[src/rtl/srlz_pkg.sv]
// srlz_pkg: state encoding and bit-order constant shared by both ends of the serial link.
package srlz_pkg;
   typedef enum logic [1:0] {IDLE, SHIFT, PAR} srlz_state_e;
   localparam bit SRLZ_MSB_FIRST = 1'b1;
endpackage

[src/rtl/srlz_out_buf.sv]
// srlz_out_buf: output holding register with valid/ready handshake and sticky overrun.
// DESRLZ_PARITY_EN adds a parity_err flag registered alongside dout.
module srlz_out_buf #(
   parameter int DATA_WIDTH = 8
) (
   input  logic                  clk,
   input  logic                  rst_n,
   input  logic                  commit,
   input  logic [DATA_WIDTH-1:0] cdata,
`ifdef DESRLZ_PARITY_EN
   input  logic                  cperr,
   output logic                  parity_err,
`endif
   input  logic                  dout_ready,
   output logic [DATA_WIDTH-1:0] dout,
   output logic                  dout_valid,
   output logic                  overrun
);
   logic [DATA_WIDTH-1:0] dout_q, dout_d;
   logic valid_q, valid_d, ovr_q, ovr_d, free, take;
`ifdef DESRLZ_PARITY_EN
   logic perr_q, perr_d;
   assign parity_err = perr_q;
`endif
   assign dout       = dout_q;
   assign dout_valid = valid_q;
   assign overrun    = ovr_q;
   always_comb begin
      free    = !valid_q || dout_ready;
      take    = commit && free;
      dout_d  = take ? cdata : dout_q;
      valid_d = take || (valid_q && !dout_ready);
      ovr_d   = ovr_q || (commit && !free);
`ifdef DESRLZ_PARITY_EN
      perr_d  = take ? cperr : perr_q;
`endif
   end
   always_ff @(posedge clk) begin
      if (!rst_n) begin
         dout_q  <= '0;
         valid_q <= 1'b0;
         ovr_q   <= 1'b0;
`ifdef DESRLZ_PARITY_EN
         perr_q  <= 1'b0;
`endif
      end else begin
         dout_q  <= dout_d;
         valid_q <= valid_d;
         ovr_q   <= ovr_d;
`ifdef DESRLZ_PARITY_EN
         perr_q  <= perr_d;
`endif
      end
   end
endmodule

[src/rtl/desrlz_sipo.sv]
// desrlz_sipo: MSB-first serial-in/parallel-out deserializer with frame alignment.
// DESRLZ_PARITY_EN appends one even-parity bit per word and exposes parity_err.
module desrlz_sipo
   import srlz_pkg::*;
#(
   parameter int DATA_WIDTH = 8
) (
   input  logic                  clk,
   input  logic                  rst_n,
   input  logic                  sin,
   input  logic                  sin_en,
   input  logic                  frame,
   output logic [DATA_WIDTH-1:0] dout,
   output logic                  dout_valid,
   input  logic                  dout_ready,
   output logic                  overrun
`ifdef DESRLZ_PARITY_EN
  ,output logic                  parity_err
`endif
);
   localparam int CW = $clog2(DATA_WIDTH + 1);
   srlz_state_e state_q, state_d;
   logic [CW-1:0] cnt_q, cnt_d;
   logic [DATA_WIDTH-1:0] sr_q, sr_d, shifted, cdata;
   logic commit;
`ifdef DESRLZ_PARITY_EN
   logic cperr;
`endif
   always_comb begin
      shifted = SRLZ_MSB_FIRST ? {sr_q[DATA_WIDTH-2:0], sin} : {sin, sr_q[DATA_WIDTH-1:1]};
      state_d = state_q;
      cnt_d   = cnt_q;
      sr_d    = sr_q;
      commit  = 1'b0;
`ifdef DESRLZ_PARITY_EN
      cdata   = sr_q;
      cperr   = ^sr_q ^ sin;
`else
      cdata   = shifted;
`endif
      // a framed strobe always starts a fresh word, dropping any partial one
      if (sin_en && frame) begin
         state_d = SHIFT;
         cnt_d   = CW'(1);
         sr_d    = SRLZ_MSB_FIRST ? DATA_WIDTH'(sin) : {sin, {(DATA_WIDTH-1){1'b0}}};
      end else if (sin_en && state_q == SHIFT) begin
         sr_d = shifted;
         if (cnt_q == CW'(DATA_WIDTH - 1)) begin
`ifdef DESRLZ_PARITY_EN
            state_d = PAR;
            cnt_d   = CW'(DATA_WIDTH);
`else
            state_d = IDLE;
            cnt_d   = '0;
            commit  = 1'b1;
`endif
         end else begin
            cnt_d = cnt_q + CW'(1);
         end
      end
`ifdef DESRLZ_PARITY_EN
      else if (sin_en && state_q == PAR) begin
         state_d = IDLE;
         cnt_d   = '0;
         commit  = 1'b1;
      end
`endif
   end
   always_ff @(posedge clk) begin
      if (!rst_n) begin
         state_q <= IDLE;
         cnt_q   <= '0;
         sr_q    <= '0;
      end else begin
         state_q <= state_d;
         cnt_q   <= cnt_d;
         sr_q    <= sr_d;
      end
   end
   srlz_out_buf #(.DATA_WIDTH(DATA_WIDTH)) u_out_buf (
      .clk        (clk),
      .rst_n      (rst_n),
      .commit     (commit),
      .cdata      (cdata),
`ifdef DESRLZ_PARITY_EN
      .cperr      (cperr),
      .parity_err (parity_err),
`endif
      .dout_ready (dout_ready),
      .dout       (dout),
      .dout_valid (dout_valid),
      .overrun    (overrun)
   );
endmodule

[config.mk]
export PLATFORM = sky130hd
export DESIGN_NAME = desrlz_sipo
export DESIGN_NICKNAME = d
export VERILOG_FILES = /design/src/rtl/srlz_pkg.sv /design/src/rtl/srlz_out_buf.sv /design/src/rtl/desrlz_sipo.sv
export SDC_FILE = /design/constraint.sdc
export NUM_CORES = 1
export LEC_CHECK = 0
export BUFFER_PORTS_ARGS = -buffer_cell sky130_fd_sc_hd__buf_2
export CAP_MARGIN = 20
export CORE_MARGIN = 3
export CORE_UTILIZATION = 50
export DETAILED_ROUTE_END_ITERATION = 8
export GPL_TIMING_DRIVEN = 1
export PLACE_DENSITY = 0.73
export SKIP_CTS_REPAIR_TIMING = 1
export SLEW_MARGIN = 0
export SYNTH_ARGS = -nofsm -noshare
export SYNTH_HDL_FRONTEND = slang
export SYNTH_SLANG_ARGS = --single-unit
[constraint.sdc]
create_clock -name clk -period 3.18 [get_ports clk]
set_input_delay 0.636 -clock clk [delete_from_list [all_inputs] [get_ports clk]]
set_output_delay 0.636 -clock clk [all_outputs]
set_load 0.05 [all_outputs]
# [Word-level counts from Yosys, hierarchy flattened]
# Index checks and enable logic that the tools add are counted.
# Widths: inputs -> output; s select.
[op_classes] n_mux=11 eq_ne=1 addsub=1 reduce_logical=15 bitwise_logic=1
[ops] cell="$mux 1" count=10
[ops] cell="$logic_and 1x1->1" count=5
[ops] cell="$add 4x1->4 const B" count=1
[ops] cell="$eq 4x3->1 const B" count=1
[ops] cell="$mux 4" count=1
[ops] cell="$reduce_bool 2->1" count=2
[ops] cell="$logic_not 1->1" count=3
[ops] cell="$logic_or 1x1->1" count=3
[ops] cell="$reduce_and 2->1" count=1
[ops] cell="$reduce_or 2->1" count=1
[ops] cell="$not 1->1" count=1
[totals] regBits=22 input_bits=6

# [Longest topological paths before layout]
[logic_depth] ltp_word=6 mapped_depth=4 depth_no_buf=4

# [Modules after synthesis]
# A second synthesis with hierarchy kept.
[unflattened] hier_cells=102 hier_area_um2=882.1
[modules_own_cells] mod="desrlz_sipo" cells_per_inst=60 seq_area_each_um2=240.2 area_per_inst_um2=476.7 n_inst=1
[modules_own_cells] mod="srlz_out_buf" cells_per_inst=42 seq_area_each_um2=200.2 area_per_inst_um2=405.4 n_inst=1

# [Worst setup path after synthesis]
# Ideal clock, no wire load.
[synth_timing] path_kind="flip-flop to flip-flop" start="register u_out_buf.valid_q (netlist: u_out_buf.dout_valid)" end="register u_out_buf.dout_q[0] (netlist: u_out_buf.dout[0])" path_stages_with_launch=4 setup_ps=72 t_arrival_ps=1482 synth_period_minus_slack_ps=1554 slack_ps=1626 cell_sequence="dfxtp_1 -> nor2b_1 -> nor4_4 -> mux2i_1"
[synth_between] elab_chain_len=3
[synth_lines] element="start, declared" line="srlz_out_buf.sv:20" source="logic valid_q, valid_d, ovr_q, ovr_d, free, take;"
[synth_lines] element="start signal, assigned" line="srlz_out_buf.sv:48" source="valid_q <= valid_d;"
[synth_lines] element="$logic_not 1->1" line="srlz_out_buf.sv:29" source="free = !valid_q || dout_ready;"
[synth_lines] element="$logic_or 1x1->1" line="srlz_out_buf.sv:29"
[synth_lines] element="$logic_and 1x1->1" line="srlz_out_buf.sv:30" source="take = commit && free;"
[synth_lines] element="end signal, assigned" line="srlz_out_buf.sv:47" source="dout_q <= dout_d;"
[synth_lines] element="end, declared" line="srlz_out_buf.sv:19" source="logic [DATA_WIDTH-1:0] dout_q, dout_d;"
# Every way passes these cells.
# A chain may end at the register's enable or synchronous reset.

# [Final worst setup path]
[layout_timing] start="register cnt_q[0]" end="register u_out_buf.dout_q[4] (netlist: u_out_buf.dout[4])"
[layout_between] elab_chain_len=5
[layout_lines] element="start, declared" line="desrlz_sipo.sv:23" source="logic [CW-1:0] cnt_q, cnt_d;"
[layout_lines] element="start signal, assigned" line="desrlz_sipo.sv:76" source="cnt_q <= cnt_d;"
[layout_lines] element="$eq 4x3->1" line="desrlz_sipo.sv:48" source="if (cnt_q == CW'(DATA_WIDTH - 1)) begin"
[layout_lines] element="$mux 1" line="desrlz_sipo.sv:48"
[layout_lines] element="$mux 1" line="desrlz_sipo.sv:46" source="end else if (sin_en && state_q == SHIFT) begin"
[layout_lines] element="$mux 1" line="desrlz_sipo.sv:42" source="if (sin_en && frame) begin"
[layout_lines] element="$logic_and 1x1->1" line="srlz_out_buf.sv:30"
# Every way passes these cells.

==> summary.md <==
For the worst setup path, the data arrival time is 1880 ps. Maximum number of pins on one net before global-route repair: 22. TritonCTS built the clock tree. The run gives 0.7727 as the global placer's final weighted congestion. Detailed-route vias per instance: 5.053. Summing all multi-input logic gate instances after layout gives 409.1 µm². The category of the critical setup timing path is reg -> reg. The H-tree depth was 1; the diode insertion count for antenna repair was 0.

Clock-pin slew was measured on the worst setup and hold paths at 120 ps. On the worst path, the slowest cell contributes a delay of 560 ps. At the later pin of the worst-skew pair, clock insertion delay measures 320 ps. The remaining global-route overflow came out at 0.

Counting every net in the synthesized netlist gives 107. The number of global-route vias before repair came out at 535. The routed wire length is 1475 µm, and the number of buffers on the longest clock path is 2.

The floorplan step set the die height to 47.77 µm. The cell count after synthesis is 100, and the initial standard-cell utilization of the core is 55.32%. Sequential cells were found to cover 50.50% of the synthesized design area. The run gives 3420 ps as the required time of the worst setup path. 16 I/O pins were placed. Relative to the synthesized area, the layout overhead comes to 15.21%. The first detailed-routing pass ran for 4 iterations. Measured against its own limit, the worst slew margin works out to 55.05%.

From left edge to right edge, the die measures 47.77 µm. Number of buffers added by the clock tree synthesis step: 3. The total of max-cap violations is 0.

Number of distinct library cell variants in the gate-level netlist after synthesis: 21. STA classifies the critical path startpoint as a flip-flop. In this run, synthesis produced a sequential element count of 22.

For this run, design rule violations remaining after detail routing come to 0. After layout, the design draws a total of 0.0005136 W. For this block, the initial DRC count from the detailed router was 18. Critical-path maximum fanout: 8.

The die covers 2282 µm². Power per standard cell area: 511.2 nW/µm². The count of nets left with antenna violations once routing finished came out at 0. Derived from the worst setup path, the maximum achievable clock frequency is 610.0 MHz. After floorplanning, the core was divided into 14 placement rows. The buffering stage count on the worst path with inverters included came out at 0.

The nature of the critical path endpoint is a flip-flop. The top cell family by delay on the critical path is simple AND/OR/NAND/NOR gates. Maximum ir drop on the vdd rail: 0.3756 mV. The overall fraction of global-route tracks in use was 14.38%; the final net count was 123.

Setup total negative slack on the finished layout was measured at 0 ps. For the final count of negative-setup-slack endpoints, the log shows 0. The count of buffers added on input and output ports is 15. The max-slew violation count came out at 0. In this run the worst hold path is classified as reg -> reg.

The clock arrives with 13.90 ps of skew. Setup repair after global routing left no endpoint under its margin. Cell with the largest stage delay on the worst path: nor4_4. The routed design could run at a clock period as short as 1639 ps. The flow ran to the end, and the final reports show no timing, DRC or antenna violations. The routed length per placed instance is 11.26 µm. CTS saw 22 sinks. Detailed placement finished with a half-perimeter wire length of 1022 µm. The tools report the number of vias after detailed routing as 662.

The first global-routing pass estimated 2249 µm of wire. Leakage power: 0.3841 nW. During synthesis, Yosys emitted a total of 0 warnings. Cells with a size suffix above 1 make up 19.13% of the layout. The cell area that synthesis handed to floorplanning was 872.1 µm².

Summing all flip-flop and latch instances after layout gives 440.4 µm². The region available for standard cell placement spans 1577 µm². Traced cell by cell, the critical path runs through ha_1 -> nand3b_1 -> nor4_4 -> mux2i_1.

In the finished design, the share of the clock period the worst path needs comes to 51.55%. The synthesized area per cell works out to 8.721 µm². After filler insertion, the fill cell instance count of the layout stands at 143. The utilization of the core after routing is 63.73%, and the number of antenna violations at the first check in global routing is 0.

The final count of hold timing violations is 0, and the transition time at the pin with the least slew margin is 669.3 ps. The tree is rooted in a clkbuf_4.
cells by family (layout without fill, tap and decap cells):
logic type	count (synthesis)	in the layout	synth area share, %
DFF	22	22	50.50
and+or+nand+nor	46	46	24.68
AOI/OAI and AO/OA	15	15	9.469
xor gates and xnor gates	1	1	1.004
muxes	9	9	10.33
buffers and inverters	6	21	2.582
adders and majority gates	1	1	1.434
where the power goes:
part           switching (W)  total (W)  leakage [nW]  internal (W)
combinational      0.0000151  0.0000216         0.178    0.00000653
sequential        0.00000280   0.000281         0.178      0.000279
clock              0.0000831   0.000211        0.0279      0.000128
total               0.000101   0.000514         0.384      0.000413
cell usage in the layout (no fill, tap or decap):
master,Yosys,routed
or4_1,1,1
ha_1,1,1
a31oi_1,1,1
o21ai_0,3,3
nand2_2,1,1
xor2_1,1,1
nor4_4,1,1
and2_1,2,2
nor2b_1,1,1
bufinv_16,0,1
a31o_2,1,1
nand3_1,2,2
buf_2,0,15
nor3_1,1,1
nand3b_1,2,2
inv_1,2,2
nand2_1,33,33
o21a_1,1,1
clkbuf_4,0,3
mux2i_1,9,9
a21oi_1,9,9
dfxtp_1,22,22
nor2_1,2,2
state kept, by name, indices dropped and copies added (netlist names):
register	flops
u_out_buf.dout_valid	1
state_q	1
u_out_buf.dout	8
cnt_q	4
u_out_buf.overrun	1
sr_q	7
Yosys cell counts:
cell      count  area share, %
a21oi_1       9            5.2
a31o_2        1            1.0
a31oi_1       1           0.72
and2_1        2            1.4
clkbuf_1      4            1.7
dfxtp_1      22             51
ha_1          1            1.4
inv_1         2           0.86
mux2i_1       9             10
nand2_1      33             14
nand2_2       1           0.72
nand3_1       2            1.1
nand3b_1      2            1.7
nor2_1        2           0.86
nor2b_1       1           0.72
nor3_1        1           0.57
nor4_4        1            2.4
o21a_1        1           0.86
o21ai_0       3            1.7
or4_1         1           0.86
xor2_1        1            1.0
final cells by class:
| cell class | instances | area share, % |
|---|---|---|
| flip-flops and latches | 22 | 43.84 |
| clock buffers | 3 | 2.242 |
| well taps | 16 | 1.993 |
| inverters | 2 | 0.7472 |
| repair buffers | 15 | 7.472 |
| multi-input cells | 72 | 40.72 |
| clock inverters | 1 | 2.989 |
layer usage:
metal | vias up | track usage [%] | part of all wire [%]
met5 | - | 0 | 0
met4 | 0 | 8.065 | 1.7
met3 | 4 | 5.639 | 4.7
met2 | 15 | 20.84 | 40
met1 | 278 | 18.12 | 54
li1 | 365 | - | -
final timing paths:
check	from	end	slack, ps	cells after the start
min	u_out_buf.dout[6]	u_out_buf.dout[6]	460	2
max reg2reg	cnt_q[0]	u_out_buf.dout[4]	1540	4
min reg2reg	u_out_buf.dout[6]	u_out_buf.dout[6]	460	2
max	cnt_q[0]	u_out_buf.dout[4]	1540	4
per-stage QoR:
stage / worst slack, ps / std cells / area [µm²] / hold slack [ps]
after global routing: 1402 / 131 / 1005 / 479.8
after floorplan: 1626 / 100 / 872.1 / 436.6
after detailed placement: 1283 / 127 / 952.2 / 445.3
final: 1541 / 131 / 1005 / 461.4
after global placement: 1309 / 127 / 952.2 / 440.4
after CTS: 1516 / 131 / 1005 / 462.8
worst reg2reg max path: cells and delay by family, from the launching register on:
family                   cells  cell delay [ps]
adder cells (fa/ha/maj)      1              200
AND/OR/NAND/NOR              2              760
flip-flops                   1              380
multiplexers                 1              250
Power figures use the tool's default switching activity.
